`config.mk`:
```
export PLATFORM = sky130hd
export DESIGN_NAME = avalon_arbiter_2to1_flat
export DESIGN_NICKNAME = d
export VERILOG_FILES = /design/src/rtl/avalon_arb_pkg.sv /design/src/rtl/avalon_if.sv /design/src/rtl/arb_rr_pick.sv /design/src/rtl/avalon_arbiter_2to1.sv /design/src/flat_wrapper.sv
export SDC_FILE = /design/constraint.sdc
export NUM_CORES = 1
export LEC_CHECK = 0
export CAP_MARGIN = 30
export CORE_AREA = 2 2 126 128
export DETAILED_ROUTE_END_ITERATION = 12
export DIE_AREA = 0 0 128 130
export SLEW_MARGIN = 5
export SYNTH_ARGS = -nofsm -noshare
export SYNTH_HDL_FRONTEND = slang
export SYNTH_SLANG_ARGS = --single-unit
```
`constraint.sdc`:
```
create_clock -name clk -period 1.7 [get_ports clk]
set_input_delay 0.17 -clock clk [delete_from_list [all_inputs] [get_ports clk]]
set_output_delay 0.17 -clock clk [all_outputs]
set_load 0.01 [all_outputs]
```
`src/rtl/avalon_arb_pkg.sv`:
```
// avalon_arb_pkg: shared FSM state and host id types for the 2-to-1 Avalon-MM arbiter
package avalon_arb_pkg;
  typedef enum logic [1:0] {IDLE, GRANT, WR_BURST, RD_WAIT} arb_state_t;
  typedef logic host_id_t;
  localparam host_id_t HOST0 = 1'b0;
  localparam host_id_t HOST1 = 1'b1;
endpackage

```
`src/rtl/avalon_if.sv`:
```
// avalon_if: Avalon-MM burst-capable bus with host and agent views
interface avalon_if #(parameter int ADDR_W = 32, parameter int BURSTCOUNT_W = 4);
  logic [ADDR_W-1:0] address;
  logic read;
  logic write;
  logic [31:0] writedata;
  logic [3:0] byteenable;
  logic [BURSTCOUNT_W-1:0] burstcount;
  logic [31:0] readdata;
  logic readdatavalid;
  logic waitrequest;
  modport host (output address, read, write, writedata, byteenable, burstcount,
                input readdata, readdatavalid, waitrequest);
  modport agent (input address, read, write, writedata, byteenable, burstcount,
                 output readdata, readdatavalid, waitrequest);
endinterface

```
`src/rtl/arb_rr_pick.sv`:
```
// arb_rr_pick: picks the next owner from two requests; ARB_FIXED_PRIO_EN selects fixed h0 priority
module arb_rr_pick
  import avalon_arb_pkg::*;
(
  input  logic [1:0] req,
  input  host_id_t   last_owner,
  output host_id_t   pick
);
`ifdef ARB_FIXED_PRIO_EN
  logic unused_ok;
  assign unused_ok = ^{last_owner, req[1]};
  assign pick = req[0] ? HOST0 : HOST1;
`else
  assign pick = (req == 2'b11) ? ~last_owner : (req[1] ? HOST1 : HOST0);
`endif
endmodule

```
`src/rtl/avalon_arbiter_2to1.sv`:
```
// avalon_arbiter_2to1: grants whole Avalon-MM bursts from h0/h1 to one agent; ARB_FIXED_PRIO_EN = fixed h0 priority
module avalon_arbiter_2to1
  import avalon_arb_pkg::*;
#(
  parameter int BURSTCOUNT_W = 4
) (
  input logic     clk,
  input logic     reset,
  avalon_if.agent h0,
  avalon_if.agent h1,
  avalon_if.host  m
);
  arb_state_t state;
  host_id_t owner, last_owner, pick;
  logic [BURSTCOUNT_W-1:0] beat_cnt, burst_reg, o_bc, bc1, beat_nxt;
  logic act, rdw, sel1, o_read, o_write;
  arb_rr_pick u_pick (.req({h1.read | h1.write, h0.read | h0.write}), .last_owner(last_owner), .pick(pick));
  always_comb begin
    sel1 = owner == HOST1;
    act = reset && (state == GRANT || state == WR_BURST);
    rdw = reset && state == RD_WAIT;
    o_read = sel1 ? h1.read : h0.read;
    o_write = sel1 ? h1.write : h0.write;
    o_bc = sel1 ? h1.burstcount : h0.burstcount;
    bc1 = (o_bc == '0) ? BURSTCOUNT_W'(1) : o_bc;
    beat_nxt = beat_cnt + 1'b1;
  end
  // read wins over a simultaneous write; commands only pass while a grant is active
  assign m.read = act && state == GRANT && o_read;
  assign m.write = act && o_write && !(state == GRANT && o_read);
  assign m.address = act ? (sel1 ? h1.address : h0.address) : '0;
  assign m.writedata = act ? (sel1 ? h1.writedata : h0.writedata) : '0;
  assign m.byteenable = act ? (sel1 ? h1.byteenable : h0.byteenable) : '0;
  assign m.burstcount = act ? o_bc : BURSTCOUNT_W'(1);
  assign h0.waitrequest = !(act && !sel1) || m.waitrequest;
  assign h1.waitrequest = !(act && sel1) || m.waitrequest;
  assign h0.readdatavalid = rdw && !sel1 && m.readdatavalid;
  assign h1.readdatavalid = rdw && sel1 && m.readdatavalid;
  assign h0.readdata = (rdw && !sel1) ? m.readdata : '0;
  assign h1.readdata = (rdw && sel1) ? m.readdata : '0;
  always_ff @(posedge clk) begin
    if (!reset) begin
      state <= IDLE;
      owner <= HOST0;
      last_owner <= HOST1;
      beat_cnt <= '0;
      burst_reg <= BURSTCOUNT_W'(1);
    end else begin
      case (state)
        IDLE: if (h0.read || h0.write || h1.read || h1.write) begin
          owner <= pick;
          state <= GRANT;
        end
        GRANT: if (!(o_read || o_write)) state <= IDLE;
        else if (!m.waitrequest) begin
          burst_reg <= bc1;
          beat_cnt <= o_read ? '0 : BURSTCOUNT_W'(1);
          state <= o_read ? RD_WAIT : ((bc1 == BURSTCOUNT_W'(1)) ? IDLE : WR_BURST);
          if (!o_read && bc1 == BURSTCOUNT_W'(1)) last_owner <= owner;
        end
        WR_BURST: if (o_write && !m.waitrequest) begin
          beat_cnt <= beat_nxt;
          if (beat_nxt == burst_reg) begin
            state <= IDLE;
            last_owner <= owner;
          end
        end
        RD_WAIT: if (m.readdatavalid) begin
          beat_cnt <= beat_nxt;
          if (beat_nxt == burst_reg) begin
            state <= IDLE;
            last_owner <= owner;
          end
        end
      endcase
    end
  end
endmodule

```
`src/flat_wrapper.sv`:
```
// flat-port wrapper written by rule: the top's interface ports become plain ports
module avalon_arbiter_2to1_flat import avalon_arb_pkg::*;
#(
  parameter int BURSTCOUNT_W = 4
)
  (clk, reset, h0_address, h0_read, h0_write, h0_writedata, h0_byteenable, h0_burstcount, h0_readdata, h0_readdatavalid, h0_waitrequest, h1_address, h1_read, h1_write, h1_writedata, h1_byteenable, h1_burstcount, h1_readdata, h1_readdatavalid, h1_waitrequest, m_address, m_read, m_write, m_writedata, m_byteenable, m_burstcount, m_readdata, m_readdatavalid, m_waitrequest);
  avalon_if #(.ADDR_W(32), .BURSTCOUNT_W(BURSTCOUNT_W)) h0_i ();
  avalon_if #(.ADDR_W(32), .BURSTCOUNT_W(BURSTCOUNT_W)) h1_i ();
  avalon_if #(.ADDR_W(32), .BURSTCOUNT_W(BURSTCOUNT_W)) m_i ();
  input logic clk;
  input logic reset;
  input wire logic [$bits(h0_i.address)-1:0] h0_address;
  input wire logic [$bits(h0_i.read)-1:0] h0_read;
  input wire logic [$bits(h0_i.write)-1:0] h0_write;
  input wire logic [$bits(h0_i.writedata)-1:0] h0_writedata;
  input wire logic [$bits(h0_i.byteenable)-1:0] h0_byteenable;
  input wire logic [$bits(h0_i.burstcount)-1:0] h0_burstcount;
  output wire logic [$bits(h0_i.readdata)-1:0] h0_readdata;
  output wire logic [$bits(h0_i.readdatavalid)-1:0] h0_readdatavalid;
  output wire logic [$bits(h0_i.waitrequest)-1:0] h0_waitrequest;
  input wire logic [$bits(h1_i.address)-1:0] h1_address;
  input wire logic [$bits(h1_i.read)-1:0] h1_read;
  input wire logic [$bits(h1_i.write)-1:0] h1_write;
  input wire logic [$bits(h1_i.writedata)-1:0] h1_writedata;
  input wire logic [$bits(h1_i.byteenable)-1:0] h1_byteenable;
  input wire logic [$bits(h1_i.burstcount)-1:0] h1_burstcount;
  output wire logic [$bits(h1_i.readdata)-1:0] h1_readdata;
  output wire logic [$bits(h1_i.readdatavalid)-1:0] h1_readdatavalid;
  output wire logic [$bits(h1_i.waitrequest)-1:0] h1_waitrequest;
  output wire logic [$bits(m_i.address)-1:0] m_address;
  output wire logic [$bits(m_i.read)-1:0] m_read;
  output wire logic [$bits(m_i.write)-1:0] m_write;
  output wire logic [$bits(m_i.writedata)-1:0] m_writedata;
  output wire logic [$bits(m_i.byteenable)-1:0] m_byteenable;
  output wire logic [$bits(m_i.burstcount)-1:0] m_burstcount;
  input wire logic [$bits(m_i.readdata)-1:0] m_readdata;
  input wire logic [$bits(m_i.readdatavalid)-1:0] m_readdatavalid;
  input wire logic [$bits(m_i.waitrequest)-1:0] m_waitrequest;
  assign h0_i.address = h0_address;
  assign h0_i.read = h0_read;
  assign h0_i.write = h0_write;
  assign h0_i.writedata = h0_writedata;
  assign h0_i.byteenable = h0_byteenable;
  assign h0_i.burstcount = h0_burstcount;
  assign h0_readdata = h0_i.readdata;
  assign h0_readdatavalid = h0_i.readdatavalid;
  assign h0_waitrequest = h0_i.waitrequest;
  assign h1_i.address = h1_address;
  assign h1_i.read = h1_read;
  assign h1_i.write = h1_write;
  assign h1_i.writedata = h1_writedata;
  assign h1_i.byteenable = h1_byteenable;
  assign h1_i.burstcount = h1_burstcount;
  assign h1_readdata = h1_i.readdata;
  assign h1_readdatavalid = h1_i.readdatavalid;
  assign h1_waitrequest = h1_i.waitrequest;
  assign m_address = m_i.address;
  assign m_read = m_i.read;
  assign m_write = m_i.write;
  assign m_writedata = m_i.writedata;
  assign m_byteenable = m_i.byteenable;
  assign m_burstcount = m_i.burstcount;
  assign m_i.readdata = m_readdata;
  assign m_i.readdatavalid = m_readdatavalid;
  assign m_i.waitrequest = m_waitrequest;
  avalon_arbiter_2to1 #(.BURSTCOUNT_W(BURSTCOUNT_W)) u_core (.clk(clk), .reset(reset), .h0(h0_i), .h1(h1_i), .m(m_i));
endmodule
```
==> PnR_summary.wiki <==
{| class="wikitable"
! Metric !! Value
|-
| Outcome || finished with violations
|-
| Failing checks || negative setup slack
|-
| Reg2Reg Setup Slack || -0.10 ns
|-
| Core area || 15400 um^2
|-
| Clk sinks || 12
|-
| CTS clock-pin slew for the worst setup and hold paths || 0.05 ns
|-
| Depth of the CTS H-tree || 1
|-
| Total number of yosys warnings || 0
|-
| Largest clock skew in the final design || 0.00735 ns
|-
| Met2 GRT Util || 29.7%
|-
| Worst-case headroom to the max-slew limit || 76.8%
|-
| Worst Reg-to-Reg Cells || 7
|-
| PnR worst setup slack || -0.159 ns
|-
| Distinct cells, synth || 42
|-
| Busiest layer in global routing || met2
|-
| Die ar. || 16600 um^2
|-
| Multi-input combinational cell area || 2600 um^2
|-
| Cell Rows || 46
|-
| Fraction of layout cells with a size suffix above 1 || 45.6%
|-
| Placed inst area || 6280 um^2
|-
| Remaining routing DRC violations || 0
|-
| Number of global-route vias before repair || 3769
|-
| Gate Count Post-Synth || 343
|-
| Cells on Worst Hold Path || 2
|-
| Unrepaired setup endpoints after global routing || yes
|-
| Internal power component || 0.00340 W
|-
| Sequential area share after synthesis || 9.90%
|-
| Summed negative setup slack over all endpoints || -7.36 ns
|-
| Post-synthesis instance area || 2430 um^2
|-
| Worst min path class || register to register
|-
| Detailed router's first-iteration violation count || 127
|-
| Setup-violating endpoint count in the final report || 98
|-
| Final global-route overflow total || 0
|-
| Critical path class || register to primary output
|-
| Global-route total usage across every layer || 16.2%
|-
| Total power divided by cell area || 774 nW/um^2
|-
| Maximum number of buffers from clock root to sink || 2
|-
| Share of total power in combinational logic || 84.0%
|-
| Count of buffers inserted at the top-level ports || 325
|-
| Critical path launch point type || register
|-
| Final hold viol count || 0
|-
| Global-route wire length before repair || 21.1 mm
|-
| Actual transition at the worst max-transition pin || 0.339 ns
|-
| Cells along the critical path || inv_2 > ha_4 > nand2_8 > buf_12 > clkbuf_16 > buf_6 > nor2_4 > buf_6
|-
| P&R area growth vs syn || 203%
|-
| TritonCTS clock tree || done
|-
| Met1 Use GR || 19.9%
|-
| Die X-Extent || 128 um
|-
| Largest stage delay on the critical path || 0.35 ns
|-
| #FFs+latches synth || 12
|-
| Required time at the worst-slack endpoint || 1.53 ns
|-
| Crit share post-route || 109%
|-
| Relative contribution of sequential cells to total power || 7.2%
|-
| Maximum fanout along the worst path || 6
|-
| Count of pins over their slew limit || 0
|-
| Total number of cells along the worst setup path || 8
|-
| Antenna violations before repair || 1
|-
| Average cell area after synthesis || 7.08 um^2
|-
| Largest net degree at the start of global routing || 27
|-
| Sw power || 0.00229 W
|-
| Static leakage || 3.01 nW
|-
| Clock period minus worst slack || 1.86 ns
|-
| Met3 Resource Use GR || 2.50%
|-
| Maximum clock frequency || 538 MHz
|-
| Die Ht || 130 um
|-
| Endpoint arrival time on the critical path || 1.69 ns
|-
| Number of hold-repair buffers added at the cts stage || 0
|-
| Kind of cell adding the most delay to the critical path || buffers and inverters
|-
| CP endpoint kind || primary output
|-
| Root buffer selected by CTS || sky130_fd_sc_hd__clkbuf_16
|-
| GP Congestion || 0.898
|-
| Post-synthesis async set-or-reset flop share || 0%
|-
| Highest ir drop seen on vdd || 338 uV
|-
| Share of total power in the clock network || 8.8%
|-
| Sw frac || 40.2%
|-
| Count of buffering cells on the critical path with inverters included || 5
|-
| Final wirelength || 16.2 mm
|-
| Storage element area || 249 um^2
|-
| Clk_lat worst skew || 0.25 ns
|-
| Synth Flop Type || sky130_fd_sc_hd__dfxtp_1
|-
| Synthesized net count || 533
|-
| HPWL after detailed placement || 12.0 mm
|-
| Length of the first detailed-routing pass in iterations || 4
|-
| Initial standard-cell utilization of the core || 15.7%
|-
| Antenna-violating nets left || 0
|-
| Overall via count from detail_route || 3938
|-
| Routed via count divided by cell count || 4.22
|-
| Cts bufs inserted || 3
|-
| Number of max-capacitance violations reported || 0
|-
| Most frequent cell on the critical path || sky130_fd_sc_hd__buf_6
|-
| Count of pins on the block boundary || 326
|-
| Number of synthesized flops with an enable pin || 0
|-
| WL per Instance || 17.3 um
|-
| Critical-path cell with the highest stage delay || sky130_fd_sc_hd__dfxtp_2
|-
| Total number of nets in the final design || 932
|-
| Number of fill cells || 1450
|-
| Post-route cell area || 7350 um^2
|}
## power groups by stage
stage	combinational [W]	clock (W)	sequential (W)
final	0.00478	0.000501	0.000409
after global routing	0.00506	0.000514	0.000417
after CTS	0.00374	0.000500	0.000402
after detailed placement	0.00339	0	0.000419
after global placement	0.00335	0	0.000417
after floorplan	0.00151	0	0.000385
## cells by family after synthesis
logic type	share of synthesized area (%)
buffers and inverters	5.67
AND/OR/NAND/NOR	39.8
XOR/XNOR	2.16
flip-flops	9.90
adder cells (fa/ha/maj)	3.09
multiplexers	31.3
AO/OA/AOI/OAI	8.04
## cells in the final DEF (no fill, tap or decap), types with 8 or more instances in the layout
| cell type | Yosys | routed |
|---|---|---|
| sky130_fd_sc_hd__clkdlybuf4s50_1 | 0 | 178 |
| sky130_fd_sc_hd__and2_1 | 67 | 65 |
| sky130_fd_sc_hd__mux2i_1 | 76 | 59 |
| sky130_fd_sc_hd__clkdlybuf4s15_2 | 0 | 58 |
| sky130_fd_sc_hd__buf_4 | 0 | 55 |
| sky130_fd_sc_hd__buf_2 | 8 | 50 |
| sky130_fd_sc_hd__buf_6 | 1 | 42 |
| sky130_fd_sc_hd__nor2_1 | 79 | 40 |
| sky130_fd_sc_hd__nor2_4 | 0 | 25 |
| sky130_fd_sc_hd__nor2_2 | 0 | 14 |
| sky130_fd_sc_hd__nand2_1 | 14 | 11 |
| sky130_fd_sc_hd__clkbuf_2 | 0 | 11 |
| sky130_fd_sc_hd__mux2i_2 | 0 | 9 |
| sky130_fd_sc_hd__buf_12 | 0 | 9 |
| sky130_fd_sc_hd__mux2i_4 | 0 | 8 |
## worst min-delay path, delay by kind of cell, from the launching register on
kind	cells	cell delay (ns)
DFF	1	0.31
AOI/OAI and AO/OA	1	0.07
and+or+nand+nor	1	0.08
## area by class of cell
| cell class | instances | share of cell area [%] |
|---|---|---|
| timing repair buffer | 420 | 56.4 |
| clock buffer | 4 | 1.21 |
| multi-input combinational | 299 | 35.4 |
| sequential | 12 | 3.39 |
| antenna | 1 | 0.0340 |
| inverter | 6 | 0.306 |
| tap | 192 | 3.27 |
## synthesized netlist by cell type, types with 2 or more instances
| cell type | number | share of area, % |
|---|---|---|
| sky130_fd_sc_hd__a21boi_0 | 3 | 0.93 |
| sky130_fd_sc_hd__and2_1 | 67 | 17 |
| sky130_fd_sc_hd__buf_1 | 4 | 0.62 |
| sky130_fd_sc_hd__buf_2 | 8 | 1.6 |
| sky130_fd_sc_hd__clkbuf_1 | 13 | 2.0 |
| sky130_fd_sc_hd__dfxtp_1 | 12 | 9.9 |
| sky130_fd_sc_hd__ha_1 | 6 | 3.1 |
| sky130_fd_sc_hd__inv_1 | 6 | 0.93 |
| sky130_fd_sc_hd__mux2i_1 | 76 | 31 |
| sky130_fd_sc_hd__nand2_1 | 14 | 2.2 |
| sky130_fd_sc_hd__nand3_1 | 4 | 0.82 |
| sky130_fd_sc_hd__nor2_1 | 79 | 12 |
| sky130_fd_sc_hd__nor3_1 | 9 | 1.9 |
| sky130_fd_sc_hd__o211a_1 | 3 | 1.2 |
| sky130_fd_sc_hd__o21ai_0 | 8 | 1.6 |
| sky130_fd_sc_hd__xnor2_1 | 4 | 1.4 |
| sky130_fd_sc_hd__xor2_1 | 2 | 0.72 |
## through the flow
step                setup slack [ns]  std cells  hold WS, ns  total power (W)  utilization [%]
global route                  -0.218        933        0.527          0.00599             47.6
CTS                           -0.198        909        0.495          0.00464             43.6
floorplan                     0.0236        343        0.389          0.00190                -
finish                        -0.159        934        0.513          0.00569             47.7
global placement              -0.338        887        0.482          0.00377             40.7
detailed placement            -0.364        887        0.488          0.00381             40.7
## worst paths after layout
| check | startpoint | end |
|---|---|---|
| setup / recovery | u_core.state[1] | m_writedata[23] |
| setup reg to reg | u_core.owner | u_core.beat_cnt[2] |
| hold reg to reg | u_core.last_owner | u_core.last_owner |
| hold / removal | u_core.last_owner | u_core.last_owner |
## routing by layer
| metal | vias up | part of all wire [%] |
|---|---|---|
| li1 | 1960 | - |
| met1 | 1836 | 41 |
| met2 | 123 | 52 |
| met3 | 19 | 4.9 |
| met4 | 0 | 1.5 |
| met5 | - | 0 |
## what timing repair did
action                     4_1_cts  5_1_grt
cloned                           4        4
pin swaps                       12       43
setup buffers                   14       21
resized for setup              475      213
setup endpoints to repair      152      146
No activity file was read; power rests on OpenSTA's default activity.
==> patch 1 (same flow settings) <==
`BURSTCOUNT_W` is set to 4 in 3 places; all go to 6.
--- a/src/rtl/avalon_if.sv
+++ b/src/rtl/avalon_if.sv
@@ -1,5 +1,5 @@
 // avalon_if: Avalon-MM burst-capable bus with host and agent views
-interface avalon_if #(parameter int ADDR_W = 32, parameter int BURSTCOUNT_W = 4);
+interface avalon_if #(parameter int ADDR_W = 32, parameter int BURSTCOUNT_W = 6);
   logic [ADDR_W-1:0] address;
   logic read;
   logic write;
--- a/src/rtl/avalon_arbiter_2to1.sv
+++ b/src/rtl/avalon_arbiter_2to1.sv
@@ -2,7 +2,7 @@
 module avalon_arbiter_2to1
   import avalon_arb_pkg::*;
 #(
-  parameter int BURSTCOUNT_W = 4
+  parameter int BURSTCOUNT_W = 6
 ) (
   input logic     clk,
   input logic     reset,
--- a/src/flat_wrapper.sv
+++ b/src/flat_wrapper.sv
@@ -1,7 +1,7 @@
 // flat-port wrapper written by rule: the top's interface ports become plain ports
 module avalon_arbiter_2to1_flat import avalon_arb_pkg::*;
 #(
-  parameter int BURSTCOUNT_W = 4
+  parameter int BURSTCOUNT_W = 6
 )
   (clk, reset, h0_address, h0_read, h0_write, h0_writedata, h0_byteenable, h0_burstcount, h0_readdata, h0_readdatavalid, h0_waitrequest, h1_address, h1_read, h1_write, h1_writedata, h1_byteenable, h1_burstcount, h1_readdata, h1_readdatavalid, h1_waitrequest, m_address, m_read, m_write, m_writedata, m_byteenable, m_burstcount, m_readdata, m_readdatavalid, m_waitrequest);
   avalon_if #(.ADDR_W(32), .BURSTCOUNT_W(BURSTCOUNT_W)) h0_i ();
Interface: changed (resized h0_burstcount, h1_burstcount and m_burstcount); port bits go from 326 to 332. The function was not compared with the original's and may differ.
==> patch 1 against the original RTL <==
The flow still finishes with violations (negative setup slack). Combinational power rose by 29%. Non-clock buffer count rose by 14. Worst setup slack improved by 1.8 ps. Total power rose by 26%. Clock skew fell by 3.0 ps. Final cell count rose by 4.3%. Sequential power rose by 31%. Wire length rose by 6.1%. Global-route usage rose by 1.6 points. Area after synthesis rose by 9.4%. Design area rose by 8.6%. Sequential cell count rose by 4. Largest cell class unchanged.
==> patch 1: results (changes against the original RTL) <==
[detailed_routing] vias per std cell 4.37 [+3.6%]
[logic_synthesis] adder-cell area share of the yosys netlist 2.83% [-0.27 points]
[global_route] number of global-route vias before repair 4226 [+12%]
[layout] number of nets at the end of the flow 976 [+4.7%]
[global_route] first-pass GRT wire length 23300 um [+10%]
[detailed_routing] drt initial violations 107 [-16%]
[setup_path] worst reg-to-reg path cell count 6 [-1]
[setup_path] slowest stage delay, CP 390 ps [+40 ps]
[timing] worst-case setup margin in the final layout -157 ps [+1.76 ps]
[power] maximum resistive drop on vdd 0.000462 V [+37%]
[placement] number of cells after detailed placement 927 [+4.5%]
[run_status] status finished with violations
[run_status] violations in the final reports negative setup slack
[layout] filler cell count in the final layout 1415 [-2.4%]
[layout] share of cells above drive strength 1 49.6% [+3.9 points]
[power] Net Sw Frac 41.1% [+0.93 points]
[setup_path] endpoint of the most critical register-to-register path u_core.last_owner$_SDFFE_PN1P_
[logic_synthesis] most frequent cells after synthesis nor2_1 (82), mux2i_1 (78), and2_1 (67), nand2_1 (19), dfxtp_1 (16)
[logic_synthesis] cell types occupying the most area after synthesis mux2i_1 (29%), and2_1 (16%), dfxtp_1 (12%)
[power] leakage dissipation 3.38 nW [+12%]
[timing] worst-case headroom to the max-slew limit 66.3% [-10 points]
[placement] routability congestion estimate from global placement 0.942 [+4.8%]
[detailed_routing] overall routed net length 17200 um [+6.1%]
[placement] Post-Place Worst Slack -443 ps [-79.1 ps]
[power] part of the total power dissipated in the clock network 6.5% [-2.3 points]
[logic_synthesis] Net Count, Synth 564 [+5.8%]
[global_route] All-Layer GR Usage 17.7% [+1.6 points]
[logic_synthesis] Synth cell types 45 [+7.1%]
[placement] number of buffers inserted by port buffering 331 [+1.8%]
[min_path] capture endpoint of the worst hold path u_core.burst_reg[0]$_SDFFE_PN1P_
[logic_synthesis] post-synthesis xor/xnor area fraction 2.31% [+0.14 points]
[logic_synthesis] Cells after Synth 370 [+7.9%]
[logic_synthesis] share of synthesized area occupied by flip-flops and latches 12.1% [+2.2 points]
[setup_path] Critical Path Fanout Max 5 [-1]
[timing] total setup violations reported at the end of the flow 87 [-11%]
[placement] detailed placement HPWL 13000 um [+8.6%]
[timing] TNS Setup -3650 ps [+3710 ps]
[global_route] largest net degree at the start of global routing 22 [-19%]
[power] ratio of total power to cell area 896 nW/um^2 [+16%]
[logic_synthesis] total number of yosys warnings 0 [unchanged]
[logic_synthesis] compound-gate portion of the synthesized area 9.85% [+1.8 points]
[patch 1: area by class of cell]
cell class | instances | share of cell area (%)
Sequential cell | 16 | 4.20
Inverter | 3 | 0.141
Antenna cell | 1 | 0.0313
Clock buffer | 4 | 0.987
Timing Repair Buffer | 434 | 53.2
Multi-Input combinational cell | 324 | 38.4
Tap cell | 192 | 3.01
[patch 1: stage by stage]
step | instance area (um^2) | hold slack [ps] | util (%)
2_1_floorplan | 2700 | 366 | -
3_3_place_gp | 6700 | 490 | 43.4
3_5_place_dp | 6700 | 496 | 43.4
4_1_cts | 6900 | 505 | 44.7
5_1_grt | 7990 | 528 | 51.8
6_report | 7990 | 507 | 51.8
[patch 1: what timing repair did]
| item | 4_1_cts | 5_1_grt |
|---|---|---|
| gates cloned | 8 | 3 |
| endpoints found under the setup margin | 158 | 152 |
| setup buffers | 23 | 11 |
| pin swaps | 55 | 58 |
| gates resized for setup | 669 | 222 |
[patch 1: worst max path at each step]
stage | slack, ps | endpoint
detailed placement | -440 | m_write
finish | -160 | u_core.last_owner$_SDFFE_PN1P_
global route | -250 | u_core.beat_cnt[5]$_SDFFE_PN0P_
floorplan | -0.6 | m_address[10]
CTS | -170 | m_write
global placement | -490 | m_write
[patch 1: per-layer routing]
metal / wire length [um] / global-route usage [%]
met1: 6440 / 20.8
met3: 1350 / 3.61
met5: 0 / 0
met2: 9110 / 34.3
met4: 258 / 2.07
[patch 1: worst max-delay path, delay by kind of cell (launching register included)]
| family | cells | cell delay [ps] |
|---|---|---|
| simple gates | 1 | 310 |
| flops | 1 | 390 |
| mux | 2 | 530 |
| buf+inv | 2 | 310 |
| compound gates | 1 | 240 |
==> patch 2 (same settings) <==
Without the edit above. The 4 states of `arb_state_t` get a one-hot encoding in 4 bits.
--- a/src/rtl/avalon_arb_pkg.sv
+++ b/src/rtl/avalon_arb_pkg.sv
@@ -1,6 +1,6 @@
 // avalon_arb_pkg: shared FSM state and host id types for the 2-to-1 Avalon-MM arbiter
 package avalon_arb_pkg;
-  typedef enum logic [1:0] {IDLE, GRANT, WR_BURST, RD_WAIT} arb_state_t;
+  typedef enum logic [3:0] {IDLE = 4'b0001, GRANT = 4'b0010, WR_BURST = 4'b0100, RD_WAIT = 4'b1000} arb_state_t;
   typedef logic host_id_t;
   localparam host_id_t HOST0 = 1'b0;
   localparam host_id_t HOST1 = 1'b1;
Behaviour: same outputs for any inputs over 4 cycles, from zero or initial values and one cycle with reset low; so few cycles prove little.
==> patch 2 against the original RTL <==
The flow still finishes with violations (negative setup slack). Global-route usage decreased by 0.19 points. Sequential cell count up 2. Wire length rose by 0.36%. Clock skew decreased by 2.4 ps. Hold slack worse by 140 ps. Core utilization decreased by 1.4 points. Design area shrank 2.9%. Count of clock-buffer cells in the layout did not move. Critical endpoint is now u_core.last_owner$_SDFFE_PN1P_. Area after synthesis up 1.5%. Clock power up 2%. Total power shrank 34%. Worst setup slack worse by 55 ps. Fmax fell by 2.9%.
==> patch 2: results (changes against the original RTL) <==
[run_status] status finished with violations
[global_route] number of global-route vias before repair 3980 [+5.6%]
[global_route] All-Layer GR Usage 16.0% [-0.19 points]
[power] maximum resistive drop on vdd 0.000425 V [+26%]
[setup_path] CP max stage cell or4b_4
[timing] total setup violations reported at the end of the flow 130 [+33%]
[power] Net Sw Frac 37.9% [-2.3 points]
[logic_synthesis] cell types occupying the most area after synthesis mux2i_1 (31%), and2_1 (17%), nor2_1 (14%)
[setup_path] Critical Path Fanout Max 4 [-2]
[setup_path] data arrival time of the critical path 2100 ps [+410 ps]
[setup_path] slowest stage delay, CP 520 ps [+170 ps]
[min_path] Hold Crit Class in2reg
[logic_synthesis] post-synthesis xor/xnor area fraction 2.84% [+0.68 points]
[logic_synthesis] average cell area after synthesis 6.88 um^2 [-2.8%]
[layout] Cell Count, Final, Fillers Out 947 [+1.4%]
[logic_synthesis] share of synthesized area occupied by flip-flops and latches 11.4% [+1.5 points]
[layout] filler cell count in the final layout 1524 [+5.1%]
[global_route] antenna violations before repair 0 [-1]
[logic_synthesis] most frequent cells after synthesis nor2_1 (91), mux2i_1 (77), and2_1 (67), clkbuf_1 (16), dfxtp_1 (14)
[run_status] violations in the final reports negative setup slack
[timing] worst-case headroom to the max-slew limit 74.8% [-2.0 points]
[global_route] first-pass GRT wire length 21200 um [+0.56%]
[power] leakage dissipation 3.08 nW [+2.2%]
[logic_synthesis] post-synthesis mux area share 31.3% [-0.055 points]
[layout] number of nets at the end of the flow 941 [+0.97%]
[placement] detailed placement HPWL 12000 um [+0.42%]
[timing] worst-case setup margin in the final layout -213 ps [-54.6 ps]
[placement] Post-Place Worst Slack -621 ps [-256 ps]
[min_path] Worst Hold Launch reset
[placement] number of cells after detailed placement 896 [+1.0%]
[detailed_routing] drt initial violations 104 [-18%]
[detailed_routing] Avg WL per Cell 17.1 um [-1.0%]
[logic_synthesis] compound-gate portion of the synthesized area 9.24% [+1.2 points]
[logic_synthesis] Net Count, Synth 543 [+1.9%]
[patch 2: cell type report]
cell class / instances / area share, %
inverters: 4 / 0.210
clock buffers: 4 / 1.24
multi-input cells: 311 / 35.7
repair buffers: 422 / 55.4
flip-flops and latches: 14 / 4.10
well taps: 192 / 3.36
[patch 2: metal layers]
metal  up-vias  global-route usage, %  wire length [um]
li1       2004                      -                 -
met1      1938                   18.4              6370
met2       155                   30.8              8720
met3        20                   3.36               898
met4         0                   2.78               233
met5         -                      0                 0
[patch 2: path summary, 6_finish.rpt]
kind,endpoint,slack [ps],cells past startpoint
max,u_core.last_owner$_SDFFE_PN1P_,-210,5
min,u_core.state[0]$_SDFFE_PN1P_,380,4
max reg2reg,u_core.last_owner$_SDFFE_PN1P_,-210,5
min reg2reg,u_core.last_owner$_SDFFE_PN1P_,500,2
[patch 2: through the flow]
step           util, %  TNS (ps)  hold WS [ps]  instance area, um^2
2_1_floorplan        -      -610           326                 2470
3_3_place_gp      40.8    -73180           473                 6300
3_5_place_dp      40.8    -75110           476                 6300
4_1_cts           42.0    -50440           492                 6470
5_1_grt           46.3    -17720           416                 7140
6_report          46.3     -9090           375                 7140
[patch 2: power by group through the flow]
stage	clock (W)	combinational, W	sequential (W)
after floorplan	0	0.000979	0.000398
after global placement	0	0.00213	0.000432
after detailed placement	0	0.00216	0.000434
after CTS	0.000510	0.00222	0.000439
after global routing	0.000522	0.00294	0.000463
final	0.000510	0.00276	0.000458
[patch 2: worst max-delay path, delay by kind of cell (launching register included)]
kind,cells,cell delay [ps]
simple gates,4,1200
flops,1,390
compound gates,1,260
[patch 2: timing repair]
action,4_1_cts,5_1_grt
setup buffers,3,34
setup endpoints to repair,155,155
resized for setup,103,601
pin swaps,4,39
cloned,1,11
